## src/rtl/llc_read_arbiter.sv

```systemverilog
// Shares the single LLC read port between L1-I and L1-D misses; D has priority, I is forced after STARVE_LIMIT D grants.
// Latency: request to LLC valid 1 cycle, LLC response to requester DATA_VALID 1 cycle, issue spacing >= 3 cycles.
// Backpressure: one transaction in flight; the other requester's level-held request waits in place until the port frees.
module llc_read_arbiter #(
    parameter int ADDR_WIDTH   = 64,
    parameter int LINE_WIDTH   = 512,
    parameter int STARVE_LIMIT = 4
) (
    input  logic                  clk,
    input  logic                  reset,
    input  logic [ADDR_WIDTH-1:0] I_S_R_ADDR,
    input  logic                  I_S_R_ADDR_VALID,
    output logic [LINE_WIDTH-1:0] I_S_R_DATA,
    output logic                  I_S_R_DATA_VALID,
    input  logic [ADDR_WIDTH-1:0] D_S_R_ADDR,
    input  logic                  D_S_R_ADDR_VALID,
    output logic [LINE_WIDTH-1:0] D_S_R_DATA,
    output logic                  D_S_R_DATA_VALID,
    output logic [ADDR_WIDTH-1:0] L2_S_R_ADDR,
    output logic                  L2_S_R_ADDR_VALID,
    input  logic [LINE_WIDTH-1:0] L2_S_R_DATA,
    input  logic                  L2_S_R_DATA_VALID,
    output logic                  grant_owner
);

    localparam int SW = (STARVE_LIMIT < 1) ? 1 : $clog2(STARVE_LIMIT + 1);
    localparam logic [SW-1:0] LIMIT = SW'(STARVE_LIMIT);

    typedef enum logic [1:0] {
        IDLE = 2'd0,
        WAIT = 2'd1,
        RESP = 2'd2
    } state_t;

    state_t                  state_q, state_d;
    logic [ADDR_WIDTH-1:0]   addr_q, addr_d;
    logic                    l2_vld_q, l2_vld_d;
    logic [LINE_WIDTH-1:0]   line_q, line_d;
    logic                    i_vld_q, i_vld_d;
    logic                    d_vld_q, d_vld_d;
    logic                    owner_q, owner_d;
    logic [SW-1:0]           streak_q, streak_d;
    logic                    pick_d;
    logic                    owner_live;

    always_comb begin
        state_d  = state_q;
        addr_d   = addr_q;
        l2_vld_d = l2_vld_q;
        line_d   = line_q;
        i_vld_d  = 1'b0;
        d_vld_d  = 1'b0;
        owner_d  = owner_q;
        streak_d = streak_q;

        pick_d     = D_S_R_ADDR_VALID &&
                     !(I_S_R_ADDR_VALID && (STARVE_LIMIT != 0) && (streak_q == LIMIT));
        // L2_S_R_ADDR doubles as the latched address of the outstanding request
        owner_live = owner_q ? (D_S_R_ADDR_VALID && (D_S_R_ADDR == addr_q))
                             : (I_S_R_ADDR_VALID && (I_S_R_ADDR == addr_q));

        case (state_q)
            IDLE: begin
                if (I_S_R_ADDR_VALID || D_S_R_ADDR_VALID) begin
                    state_d  = WAIT;
                    l2_vld_d = 1'b1;
                    owner_d  = pick_d;
                    addr_d   = pick_d ? D_S_R_ADDR : I_S_R_ADDR;
                    if (pick_d && I_S_R_ADDR_VALID)
                        streak_d = (streak_q == LIMIT) ? streak_q : streak_q + 1'b1;
                    else
                        streak_d = '0;
                end
            end
            WAIT: begin
                if (L2_S_R_DATA_VALID) begin
                    l2_vld_d = 1'b0;
                    line_d   = L2_S_R_DATA;
                    if (owner_live) begin
                        state_d = RESP;
                        if (owner_q) d_vld_d = 1'b1;
                        else         i_vld_d = 1'b1;
                    end else begin
                        state_d = IDLE;
                    end
                end
            end
            RESP:    state_d = IDLE;
            default: state_d = IDLE;
        endcase
    end

    always_ff @(posedge clk) begin
        if (!reset) begin
            state_q  <= IDLE;
            addr_q   <= '0;
            l2_vld_q <= 1'b0;
            line_q   <= '0;
            i_vld_q  <= 1'b0;
            d_vld_q  <= 1'b0;
            owner_q  <= 1'b0;
            streak_q <= '0;
        end else begin
            state_q  <= state_d;
            addr_q   <= addr_d;
            l2_vld_q <= l2_vld_d;
            line_q   <= line_d;
            i_vld_q  <= i_vld_d;
            d_vld_q  <= d_vld_d;
            owner_q  <= owner_d;
            streak_q <= streak_d;
        end
    end

    assign L2_S_R_ADDR       = addr_q;
    assign L2_S_R_ADDR_VALID = l2_vld_q;
    assign I_S_R_DATA        = line_q;
    assign D_S_R_DATA        = line_q;
    assign I_S_R_DATA_VALID  = i_vld_q;
    assign D_S_R_DATA_VALID  = d_vld_q;
    assign grant_owner       = owner_q;

endmodule

```

## config.mk

```make
export PLATFORM = sky130hd
export DESIGN_NAME = llc_read_arbiter
export DESIGN_NICKNAME = d
export VERILOG_FILES = /design/src/rtl/llc_read_arbiter.sv
export SDC_FILE = /design/constraint.sdc
export NUM_CORES = 1
export LEC_CHECK = 0
export CORE_AREA = 2 2 672 674
export CTS_CLUSTER_SIZE = 8
export DETAILED_ROUTE_END_ITERATION = 6
export DIE_AREA = 0 0 674 676
export PLACE_DENSITY = 0.3
export SKIP_CTS_REPAIR_TIMING = 1
export SLEW_MARGIN = 20
export SYNTH_ARGS = -nofsm -noshare
export SYNTH_HDL_FRONTEND = slang
export SYNTH_SLANG_ARGS = --single-unit
export TNS_END_PERCENT = 100
```

## constraint.sdc

```tcl
create_clock -name clk -period 1.99 [get_ports clk]
set_input_delay 0.398 -clock clk [delete_from_list [all_inputs] [get_ports clk]]
set_output_delay 0.398 -clock clk [all_outputs]
set_load 0.01 [all_outputs]
```

==> summary.txt <==
Cells and area
  • Area grow syn2layout: 111.7%
  • Core Util, Final: 12.17%
  • Share of cells above drive strength 1: ~18%
  • Commonest non-fill, non-tap cells in the layout: 1159 x nand2_1, 938 x dlymetal6s2s_1, 644 x clkdlybuf4s50_1
  • Commonest non-fill, non-tap cell in the layout: nand2_1
  • Final nets: 5382

Pwr
  • P per Cell Area: 676.7 nW/um^2
  • Peak VDD IR: 0.5778 mV
  • Power, Total: 36.88 mW
  • Pleak: 33.57 nW

Clocking
  • CTS tree: yes
  • Clk_lat worst skew: 820 ps
  • Clock Path Buffers: 4
  • Cts bufs inserted: 96
  • Clock-pin slew on the worst setup and hold paths: roughly 60 ps
  • CTS H-tree depth: 3
  • Clock sink count: a little under 600
  • Clock root buffer: clkbuf_16

Floorplanning
  • Die Wd: just under 700 microns
  • Die ar.: around 460000 sq um
  • Starting Density: 5.748%
  • Placement Rows: 246
  • # IOs: roughly 1700
  • Core area: 447800 sq um
  • Overall die height: 676 microns

Setup path
  • CP Max Fanout: 2
  • CP top delay family: simple AND/OR/NAND/NOR gates
  • CP Depth: 8
  • CP cell instances: xnor2_4 > buf_6 > nand4_1 > nor4_4 > buf_4 > nand4_1 > or4_4 > o31ai_1
  • Critical Path AT: 2880 ps
  • CP Class: reg2reg
  • FF-to-FF End: state_q[1]
  • Most used cell, CP: nand4_1
  • Critical Path Sink: state_q[1]
  • Worst EP required: 2700 ps
  • Critical path origin: L2_S_R_ADDR[56]
  • Slowest cell on crit path: or4_4
  • CP Buf/Inv Count: 2
  • R2r startpoint: L2_S_R_ADDR[56]
  • CP Capture Type: flop
  • CP max stage delay: 530 ps
  • Worst reg2reg path depth: 8
  • Worst setup SP type: flop
  • R2R setup slack: -170 ps

Placement
  • Hpwl dp: 286800 microns
  • Gpl congestion: 0.9060
  • Port bufs: around 1700

STA
  • RSZ-0062 raised after global routing: true
  • Slew @ Worst Pin: 537.9 ps
  • Final Hold Viols: 0
  • Slew HR: 64.02%
  • Crit path time final: between 2000 and 2500 ps
  • Final setup violation count: 2
  • Final worst setup slack: -174.4 ps
  • Clock Skews: 30.77 ps
  • Final Cycle Share: 108.8%
  • Pins Over Slew Limit: 0
  • Fmax: 462.0 MHz

Route
  • Via Count: 30610
  • Drt pass-1 iters: 5
  • Via density: 2.825
  • DR iter-0 viols: approximately 1900
  • Post-route DRC violation count: 0
  • Routed len/inst: between 20 and 30 microns
  • DRT Wirelength: 323500 microns
  • Detail Route Antenna Nets: 0

Synth
  • Library cells used by synthesis: 40
  • Sequential cell area fraction in the yosys report: 45.49%
  • Top FF cell, synth: dfxtp_1
  • Syn Nets: roughly 4000
  • EDFF count, synth: 0
  • Mapped Area: between 20000 and 30000 sq um
  • Ys Warns: 0
  • Syn Area/Cell: approximately 7.7 sq um
  • Post-synthesis cell count: 3337
  • #FFs+latches synth: 585
  • FFs w/ async S/R, synth: 0%

GRT
  • Initial antenna violation count: 356
  • Largest net degree at the start of global routing: 65
  • Global-route wire length before repair: 382800 microns
  • Number of global-route vias before repair: 29294
  • Grt ovf: 0
  • GRT Util Overall: 13.33%

Status
  • Outcome: complete, but fails checks
  • Failing checks: setup timing

Run
  • Maxcap violations: 0

Min path
  • Hold crit path type: in2reg
## where the power goes
| part | leakage [nW] | internal (mW) | switching [mW] |
|---|---|---|---|
| clock | 1.36 | 9.29 | 6.52 |
| sequential | 4.91 | 12.4 | 0.913 |
| combinational | 27.3 | 3.75 | 4.05 |
## registers in the layout, summed over array words and instances (netlist names)
register,flops
D_S_R_DATA,512
L2_S_R_ADDR,64
streak_q,3
state_q,2
D_S_R_DATA_VALID,1
I_S_R_DATA_VALID,1
L2_S_R_ADDR_VALID,1
grant_owner,1
## synth_stat cells, types with 2 or more instances
master	instances	area share (%)
nand3_1	4	0.078
nand2b_1	6	0.15
nor2b_1	11	0.27
buf_2	3	0.058
o2111ai_1	3	0.10
ha_1	2	0.097
dfxtp_1	585	45
o31ai_1	2	0.058
nor3_1	2	0.039
clkbuf_1	186	2.7
nand4_1	18	0.44
buf_1	19	0.28
a2111o_1	4	0.17
nor2_1	69	1.0
a21oi_1	518	10
xor2_1	47	1.6
xnor2_1	53	1.8
buf_4	512	15
a311oi_1	64	2.2
inv_1	24	0.35
o2bb2ai_1	2	0.068
o21ai_0	2	0.039
nand2_1	1160	17
o22ai_1	8	0.19
nor4_1	18	0.44
## per-stage QoR
stage / area [sq um] / cells / hold slack [ps] / TNS (ps) / setup slack, ps
2_1_floorplan: 25740 / 3337 / 448.6 / 0 / 202.5
3_3_place_gp: 48620 / 10575 / 458.2 / -132520 / -1534
3_5_place_dp: 48620 / 10575 / 460.4 / -136600 / -1421
4_1_cts: 51400 / 10713 / 32.67 / -368370 / -879.0
5_1_grt: 54310 / 10760 / 86.15 / -475.4 / -242.9
6_report: 54500 / 10837 / 131.7 / -305.4 / -174.4
## routing by layer
| layer | GRT usage (%) | part of all wire (%) | vias to the layer above |
|---|---|---|---|
| met5 | 0 | 0.44 | - |
| met4 | 4.066 | 4.0 | 218 |
| met3 | 6.632 | 12 | 715 |
| met2 | 21.78 | 45 | 1752 |
| met1 | 15.15 | 38 | 14706 |
| li1 | - | - | 13219 |
## layout make-up
| cell class | instances | area [sq um] |
|---|---|---|
| multi-input cells | 2007 | 9472 |
| fillers | 51586 | 393300 |
| repair buffers | 2020 | 22260 |
| inverters | 25 | 101.3 |
| diodes | 110 | 275.3 |
| clock inverters | 15 | 171.4 |
| flip-flops and latches | 585 | 12170 |
| clock buffers | 123 | 2604 |
| well taps | 5952 | 7447 |
## worst register-to-register path, stage by stage, from the launching register on
cell,delay (ps)
dfxtp_2,350
xnor2_4,260
buf_6,150
nand4_1,170
nor4_4,270
buf_4,170
nand4_1,90
or4_4,530
o31ai_1,90
## how the worst min path moves through the flow
stage | from | end | cells past startpoint
after floorplan | streak_q[1] | streak_q[1] | 2
after global placement | D_S_R_DATA[309] | D_S_R_DATA[309] | 2
after detailed placement | D_S_R_DATA[309] | D_S_R_DATA[309] | 2
after CTS | L2_S_R_DATA[418] | D_S_R_DATA[418] | 3
after global routing | L2_S_R_DATA[505] | D_S_R_DATA[505] | 3
final | L2_S_R_DATA[411] | D_S_R_DATA[411] | 3
## cells by family (layout without fill, tap and decap cells)
| logic type | after synthesis | after routing | share of synthesized area [%] |
|---|---|---|---|
| AOI/OAI and AO/OA | 609 | 609 | 13.08 |
| xor gates and xnor gates | 100 | 100 | 3.402 |
| adders and majority gates | 2 | 2 | 0.09719 |
| buffers and inverters | 745 | 2183 | 18.34 |
| DFF | 585 | 585 | 45.49 |
| other | 0 | 110 | 0 |
| and+or+nand+nor | 1296 | 1296 | 19.59 |
Power figures use the tool's default switching activity.
